<file path="config.mk">
export PLATFORM = sky130hd
export DESIGN_NAME = instr_fetch_stage
export DESIGN_NICKNAME = d
export VERILOG_FILES = /design/src/rtl/instr_fetch_stage_pkg.sv /design/src/rtl/instr_fetch_stage_skid_buf.sv /design/src/rtl/instr_fetch_stage.sv
export SDC_FILE = /design/constraint.sdc
export NUM_CORES = 1
export LEC_CHECK = 0
export BUFFER_PORTS_ARGS = -buffer_cell sky130_fd_sc_hd__buf_2
export CAP_MARGIN = 20
export CORE_UTILIZATION = 28
export DETAILED_ROUTE_END_ITERATION = 16
export GPL_TIMING_DRIVEN = 0
export PLACE_DENSITY = 0.54
export SLEW_MARGIN = 20
export SYNTH_ARGS = -nofsm -noshare
export SYNTH_HDL_FRONTEND = slang
export SYNTH_SLANG_ARGS = --single-unit
</file>
<file path="constraint.sdc">
create_clock -name clk -period 4 [get_ports clk]
set_input_delay 0.4 -clock clk [delete_from_list [all_inputs] [get_ports clk]]
set_output_delay 0.4 -clock clk [all_outputs]
set_load 0.05 [all_outputs]
</file>
<file path="src/rtl/instr_fetch_stage_pkg.sv">
// Shared definitions for the instruction fetch stage:
// state encodings, opcode field, HALT/NOP constants, IF payload.
package instr_fetch_stage_pkg;

  localparam logic [1:0] S_FETCH     = 2'd0;
  localparam logic [1:0] S_DISCARD   = 2'd1;
  localparam logic [1:0] S_WAIT_SLOT = 2'd2;
  localparam logic [1:0] S_HALTED    = 2'd3;

  localparam int OPC_HI = 15;
  localparam int OPC_LO = 11;

  localparam logic [4:0]  OP_HALT       = 5'b00000;
  localparam logic [15:0] NOP_INSTR_DEF = 16'h0800;
  localparam logic [15:0] RESET_PC_DEF  = 16'h0000;

  typedef struct packed {
    logic [15:0] instr;
    logic [15:0] pc;
  } if_id_t;

  function automatic logic [4:0] opcode(
    input logic [15:0] instr
  );
    return instr[OPC_HI:OPC_LO];
  endfunction

  function automatic logic is_halt(
    input logic [15:0] instr
  );
    return opcode(instr) == OP_HALT;
  endfunction

endpackage

</file>
<file path="src/rtl/instr_fetch_stage_skid_buf.sv">
// One-entry instruction+PC holding register (fetch_skid_buf).
// Ports: clk, rst (sync, active-low), load/unload/clear, in_data, out_valid, out_data.
module fetch_skid_buf
  import instr_fetch_stage_pkg::*;
(
  input  logic   clk,
  input  logic   rst,
  input  logic   load,
  input  logic   unload,
  input  logic   clear,
  input  if_id_t in_data,
  output logic   out_valid,
  output if_id_t out_data
);

  always_ff @(posedge clk) begin
    if (!rst || clear) begin
      out_valid <= 1'b0;
      out_data  <= '0;
    end else if (load) begin
      out_valid <= 1'b1;
      out_data  <= in_data;
    end else if (unload) begin
      out_valid <= 1'b0;
    end
  end

endmodule

</file>
<file path="src/rtl/instr_fetch_stage.sv">
// Pipelined fetch stage: owns PC, req/done imem handshake, IF/ID register.
// Ports: clk, rst (sync, active-low), imem_*, id_stall, ex_redirect/target,
//        if_valid/instr/pc/pc_plus_two, err. Option: FETCH_ALIGN_CHECK_EN.
module instr_fetch_stage
  import instr_fetch_stage_pkg::*;
#(
  parameter logic [15:0] RESET_PC  = RESET_PC_DEF,
  parameter logic [15:0] NOP_INSTR = NOP_INSTR_DEF
) (
  input  logic        clk,
  input  logic        rst,
  output logic        imem_req,
  output logic [15:0] imem_addr,
  input  logic        imem_done,
  input  logic [15:0] imem_rdata,
  input  logic        id_stall,
  input  logic        ex_redirect,
  input  logic [15:0] ex_target,
  output logic        if_valid,
  output logic [15:0] if_instr,
  output logic [15:0] if_pc,
  output logic [15:0] if_pc_plus_two,
  output logic        err
);

  logic [1:0]  state_q;
  logic [15:0] pc_q;
  logic [15:0] pc_plus_two;
  logic        slot_free;
  logic        misalign;
  logic [1:0]  redir_state;

  logic        skid_load;
  logic        skid_unload;
  logic        skid_clear;
  logic        skid_valid;
  if_id_t      skid_in;
  if_id_t      skid_q;

  assign imem_req = rst &
    ((state_q == S_FETCH) || (state_q == S_DISCARD));
  assign imem_addr   = pc_q;
  assign pc_plus_two = pc_q + 16'd2;
  assign slot_free   = !if_valid || !id_stall;

`ifdef FETCH_ALIGN_CHECK_EN
  logic err_q;

  assign misalign = ex_target[0];
  assign err      = err_q;

  always_ff @(posedge clk) begin
    if (!rst) begin
      err_q <= 1'b0;
    end else if (ex_redirect && misalign) begin
      err_q <= 1'b1;
    end
  end
`else
  assign misalign = 1'b0;
  assign err      = 1'b0;
`endif

  // A request still in flight without its done this cycle must be
  // drained before the new address may be issued.
  always_comb begin
    redir_state = S_FETCH;
    if (misalign) begin
      redir_state = S_HALTED;
    end else if (imem_req && !imem_done) begin
      redir_state = S_DISCARD;
    end
  end

  assign skid_in.instr = imem_rdata;
  assign skid_in.pc    = pc_q;

  assign skid_load = rst && !ex_redirect &&
    (state_q == S_FETCH) && imem_done && !slot_free;

  assign skid_unload = rst && !ex_redirect &&
    (state_q == S_WAIT_SLOT) && slot_free && skid_valid;

  assign skid_clear = ex_redirect;

  fetch_skid_buf u_skid (
    .clk       (clk),
    .rst       (rst),
    .load      (skid_load),
    .unload    (skid_unload),
    .clear     (skid_clear),
    .in_data   (skid_in),
    .out_valid (skid_valid),
    .out_data  (skid_q)
  );

  always_ff @(posedge clk) begin
    if (!rst) begin
      state_q        <= S_FETCH;
      pc_q           <= RESET_PC;
      if_valid       <= 1'b0;
      if_instr       <= NOP_INSTR;
      if_pc          <= 16'h0000;
      if_pc_plus_two <= 16'h0002;
    end else if (ex_redirect) begin
      state_q  <= redir_state;
      pc_q     <= ex_target;
      if_valid <= 1'b0;
      if_instr <= NOP_INSTR;
    end else begin
      // Consumed slot empties unless refilled below.
      if (slot_free) begin
        if_valid <= 1'b0;
        if_instr <= NOP_INSTR;
      end
      case (state_q)
        S_FETCH: begin
          if (imem_done) begin
            pc_q <= pc_plus_two;
            if (slot_free) begin
              if_valid       <= 1'b1;
              if_instr       <= imem_rdata;
              if_pc          <= pc_q;
              if_pc_plus_two <= pc_plus_two;
              state_q <= is_halt(imem_rdata) ?
                S_HALTED : S_FETCH;
            end else begin
              state_q <= S_WAIT_SLOT;
            end
          end
        end
        S_WAIT_SLOT: begin
          if (slot_free && skid_valid) begin
            if_valid       <= 1'b1;
            if_instr       <= skid_q.instr;
            if_pc          <= skid_q.pc;
            if_pc_plus_two <= skid_q.pc + 16'd2;
            state_q <= is_halt(skid_q.instr) ?
              S_HALTED : S_FETCH;
          end
        end
        S_DISCARD: begin
          if (imem_done) begin
            state_q <= S_FETCH;
          end
        end
        S_HALTED: begin
        end
        default: begin
          state_q <= S_FETCH;
        end
      endcase
    end
  end

endmodule

</file>
* Word level (Yosys, flattened, before mapping)
Index checks and enable logic that the tools add are counted.
Operators by class: add/sub/neg operators 2, equality and inequality tests 8, muxes and demuxes 32, bitwise gates (word level) 3, reductions and logical operators 30
Operators with widths (number):
- 16-bit 2-to-1 mux | 13
- 16-bit one-hot mux with 2 select lines | 3
- 16-bit by 2-bit adder with 16-bit output (second input constant) | 2
- 2-bit 2-to-1 mux | 7
- 5-bit logical NOT | 2
- 1-bit logical AND | 9
- 2-bit nonzero test | 4
- 1-bit 2-to-1 mux | 7
- 1-bit logical NOT | 6
- 3-bit inequality test (second input constant) | 2
- 2-bit one-hot mux with 3 select lines | 1
- 5-bit AND reduction | 1
- 2-bit inequality test (second input constant) | 2
- 4-bit AND reduction | 1
- 4-bit nonzero test | 1
- 1-bit logical OR | 3
- 3-bit by 2-bit inequality test with 1-bit output (second input constant) | 1
- 2-bit by 1-bit == test with 1-bit output (second input constant) | 1
- 2-bit == test (second input constant) | 1
- 2-bit logical NOT | 1
- 2-bit by 1-bit inequality test with 1-bit output (second input constant) | 1
- 1-bit inverter | 2
- 1-bit one-hot mux with 2 select lines | 1
- 2-bit AND reduction | 1
- 2 further kinds | 2
Word-level totals: register bits after elaboration 100, bits of input ports 37, output and inout port bits 67, word-level logic and storage cells 84

* Logic depth before layout (Yosys ltp)
depth after elaboration 7, gate-level depth with buffers 9

* Hierarchy
From an unflattened synthesis, not the netlist that was laid out.
Second synthesis, totals: cell total of the unflattened synthesis 565, area, all modules 5087.4 um2
Modules (own cells, without submodules):
- instr_fetch_stage | instances 1, cells each 456, area an instance 3856.2 um2
- fetch_skid_buf | instances 1, cells each 109, area an instance 1231.2 um2

* Least setup slack after synthesis
Ideal clock, no wire load.
path kind reg2reg, from reg pc_q[1], in the netlist imem_addr[1], to reg pc_q[15], in the netlist imem_addr[15], arrival 2.206 ns, required time 3.884 ns, slack 1.678 ns, stages on the path, launching flop included 7, period minus slack after synthesis 2.322 ns, cell sequence dfxtp_1 -> ha_1 -> nand3_2 -> or3_1 -> or3_1 -> xnor2_1 -> o211a_1
On the way: longest elaborated chain between the ends 4
Ends and longest elaborated chain:
- start: declaration | line instr_fetch_stage.sv:27 | logic [15:0] pc_q;
- start signal: assignment | line instr_fetch_stage.sv:107 | pc_q <= ex_target;
- start signal: assignment | line instr_fetch_stage.sv:119 | pc_q <= pc_plus_two;
- 16-bit by 2-bit adder with 16-bit output | line instr_fetch_stage.sv:43 | assign pc_plus_two = pc_q + 16'd2;
- 16-bit 2-to-1 mux | line instr_fetch_stage.sv:118 | if (imem_done) begin
- 16-bit 2-to-1 mux | line instr_fetch_stage.sv:116 | case (state_q)
- 16-bit 2-to-1 mux | line instr_fetch_stage.sv:105 | end else if (ex_redirect) begin
Every way passes these cells. The select of a mux whose other input is x is not followed. A chain may end at the register's enable or synchronous reset.

* Worst setup path after layout
from reg state_q[0], to reg if_pc[14]
On the way: longest elaborated chain between the ends 3, elaborated cells on any way between the ends 8
Ends and longest elaborated chain:
- start: declaration | line instr_fetch_stage.sv:26 | logic [1:0] state_q;
- start signal: assignment | line instr_fetch_stage.sv:106 | state_q <= redir_state;
- start signal: assignment | line instr_fetch_stage.sv:125 | state_q <= is_halt(imem_rdata) ?
- start signal: assignment | line instr_fetch_stage.sv:138 | state_q <= is_halt(skid_q.instr) ?
- 2-bit == test / 2-bit logical NOT (equally long branches) | line instr_fetch_stage.sv:116
- 2-bit by 1-bit inequality test with 1-bit output (no line) (tied with other cells)
- 5-bit AND reduction (no line)
- end signal: assignment | line instr_fetch_stage.sv:123 | if_pc <= pc_q;
- end signal: assignment | line instr_fetch_stage.sv:136 | if_pc <= skid_q.pc;
- end: declaration | line instr_fetch_stage.sv:21 | output logic [15:0] if_pc,
Parallel ways exist; a longest one is shown, timed or not.

==> out/results.txt <==
outcome - complete, no violations
die area - 17900 µm²
Setup Slack @ Placement - 1.64 ns
Fill cells - 1819
worst setup margin - 1.65 ns
CP Class - reg -> reg
number of I/O port buffers - 99
Reg-to-Reg Start - state_q[0]$_SDFFE_PN0P_
vias per cell - 4.90
Crit. End Element - flop
FF+latch area - 1980 µm²
Slew Limit Fails - 0
Residual DRC - 0
Synth top area share - 40.8%
cells after synthesis - 589
Max rail drop VDD - 0.000266 V
clock-pin slew on the worst setup and hold paths - 0.07 ns
switching fraction of total power - 30.8%
most common cell in the synthesized netlist - nand2_1
r2r endpoint - if_pc[14]$_SDFFE_PN0P_
Worst-Skew Late Latency - 0.36 ns
critical path arrival - 2.59 ns
CTS sink cnt - 99
H-tree depth - 3
Syn Area/Cell - 8.25 µm²
setup_tns - 0 ns
reg2reg setup slack - 1.65 ns
Area growth, synth to finish - 21.5%
syn_nets - 633
clk_skew - 0.0115 ns
Post-synth EDFFs - 0
Synth Warn # - 0
FMAX - 426 MHz
Die X - 134 µm
Critical path origin - state_q[0]$_SDFFE_PN0P_
final setup vio count - 0
cell area after layout - 5910 µm²
Post-CTS Resized - 0
antenna viol nets, final - 0
Cell Area, Synth - 4860 µm²
initial drt markers - 226
Core Area - 16800 µm²
Max-slew headroom - 50.2%
crit-path max FO - 10
grt ovf - 0
wire per inst - 16.1 µm
FP Rows - 47
Clock Tree Root - clkbuf_16
first-pass iteration count of the detailed router - 4
dpl hpwl - 11000 µm
Total Wirelength - 14800 µm
#FFs+latches synth - 99
initial core utilization - 29.0%
RSZ-0062 raised after global routing - no
final worst path period share - 58.6%
Antenna diodes - 0
Cell Pwr Density - 385 nW/µm²
Reg power frac - 46.3%
# Post-CTS Setup Buffers - 0
Die Span Y - 134 µm
GRT Util Overall - 16.8%
P_int - 0.00157 W
total number of vias - 4519
hold_buf cts - 0
area occupied by multi-input gates - 2620 µm²
Synth area leaders - dfxtp_1 41%, nand2_1 9.2%, mux2i_1 5.4%
CP required - 4.24 ns
Pleak - 2.47 nW
io pins - 104
Placed Area - 5630 µm²
worst-margin pin slew - 0.747 ns
MaxCap Viol Count - 0
end of the critical path - if_pc[14]$_SDFFE_PN0P_
Net Switching - 0.000702 W
GP Congestion - 0.825
Main synth FF type - dfxtp_1
Startpoint Class - flop
nets - 743
worst-case clock buffer depth - 2
area leader, netlist - dfxtp_1
largest net degree at the start of global routing - 17
sequential-to-total area share from yosys stat - 40.8%
final core occ - 35.3%
commonest cells in the netlist - 119 x nand2_1, 99 x dfxtp_1, 43 x a21oi_1
Clk pwr share - 36.4%
Synth cell types - 45
initial antenna violation count - 0
Worst Hold Slack - 0.298 ns
CTS buffer count - 9
first-pass GRT wire length - 23200 µm
share of layout cells above drive strength 1 - 20.1%
Worst Reg2Reg Path Length in Cells - 9
combinational cell fraction of total power - 17.2%
min Tclk post-route - 2.35 ns
Fin. Hold Viols - 0
Async SR Flop Fraction - 0%
Hold WC Path Type - in -> reg
number of global-route vias before repair - 4258
CTS tree - built
==> worst min-delay path by stage <==
stage	start	to	slack (ns)	cells after the start
2_1_floorplan	u_skid.out_data[0]$_SDFFE_PP0P_	u_skid.out_data[0]$_SDFFE_PP0P_	0.44	2
3_3_place_gp	u_skid.out_data[21]$_SDFFE_PP0P_	u_skid.out_data[21]$_SDFFE_PP0P_	0.44	2
3_5_place_dp	u_skid.out_data[23]$_SDFFE_PP0P_	u_skid.out_data[23]$_SDFFE_PP0P_	0.45	2
4_1_cts	imem_rdata[6]	u_skid.out_data[22]$_SDFFE_PP0P_	0.28	3
5_1_grt	imem_rdata[5]	u_skid.out_data[21]$_SDFFE_PP0P_	0.31	3
6_report	imem_rdata[7]	u_skid.out_data[23]$_SDFFE_PP0P_	0.30	3
==> through the flow <==
step,power [W],std cells
2_1_floorplan,0.00135,589
3_3_place_gp,0.00147,908
3_5_place_dp,0.00147,908
4_1_cts,0.00230,923
5_1_grt,0.00236,923
6_report,0.00228,923
==> power by group through the flow <==
stage | registers, W | clock network [W] | logic, W
global placement | 0.00108 | 0 | 0.000393
detailed placement | 0.00108 | 0 | 0.000394
finish | 0.00105 | 0.000829 | 0.000393
global route | 0.00106 | 0.000882 | 0.000421
floorplan | 0.00120 | 0 | 0.000159
CTS | 0.00105 | 0.000854 | 0.000395
==> registers in the layout, summed over array words and instances, names as in the netlist <==
register,cells
u_skid.out_data,32
if_valid,1
if_pc_plus_two,15
if_pc,16
imem_addr,16
state_q,2
if_instr,16
u_skid.out_valid,1
==> layout by cell type, fill, tap and decap left out, types with 3 or more instances in the layout <==
cell type  Yosys  routed
o211a_1       18      18
a21oi_1       43      43
xor2_1        21      21
nand2_1      119     119
buf_4          5       5
a22oi_1       14      14
o22ai_1       13      13
inv_1         12      12
nor3_1        11      11
o21ai_0       20      20
nor2b_1        3       3
clkbuf_1      26      26
nand3_1       11      11
a21boi_0       4       4
ha_1           7       7
nor4_1        10      10
a22o_1        14      14
nor2_1        34      34
nand4_1        5       5
and2_1         8       8
dfxtp_1       99      99
clkbuf_16      0       9
buf_2         14     113
xnor2_1       19      19
o211ai_1       5       5
mux2i_1       26      26
==> critical path, stage by stage, from the launching register on <==
cell and delay, ns:
dfxtp_1 0.37, inv_1 0.10, ha_1 0.25, inv_1 0.12
o22ai_1 0.13, a2111oi_2 0.52, buf_2 0.33, buf_4 0.21
nand2_1 0.07, o211a_1 0.13
==> cell type report <==
cell class / count / share of cell area [%]
clock inverters: 5 / 0.635
multi-input cells: 430 / 44.3
inverters: 12 / 0.762
clock buffers: 10 / 4.04
repair buffers: 99 / 8.39
flip-flops and latches: 99 / 33.5
well taps: 220 / 4.66
plain buffers: 48 / 3.68
==> layer usage <==
layer / vias up / wire (µm) / track usage [%]
li1: 2264 / - / -
met1: 2102 / 6950 / 21.9
met2: 138 / 6740 / 27.3
met3: 15 / 941 / 4.34
met4: 0 / 201 / 4.61
met5: - / 0 / 0
==> cells by family after synthesis <==
| family | synth area share (%) |
|---|---|
| multiplexers | 5.59 |
| AO/OA/AOI/OAI | 19.6 |
| XOR/XNOR | 7.21 |
| flip-flops | 40.8 |
| AND/OR/NAND/NOR | 19.6 |
| buffers and inverters | 5.41 |
| other | 0.0771 |
| adder cells (fa/ha/maj) | 1.80 |
(Power assumes the default switching activity.)
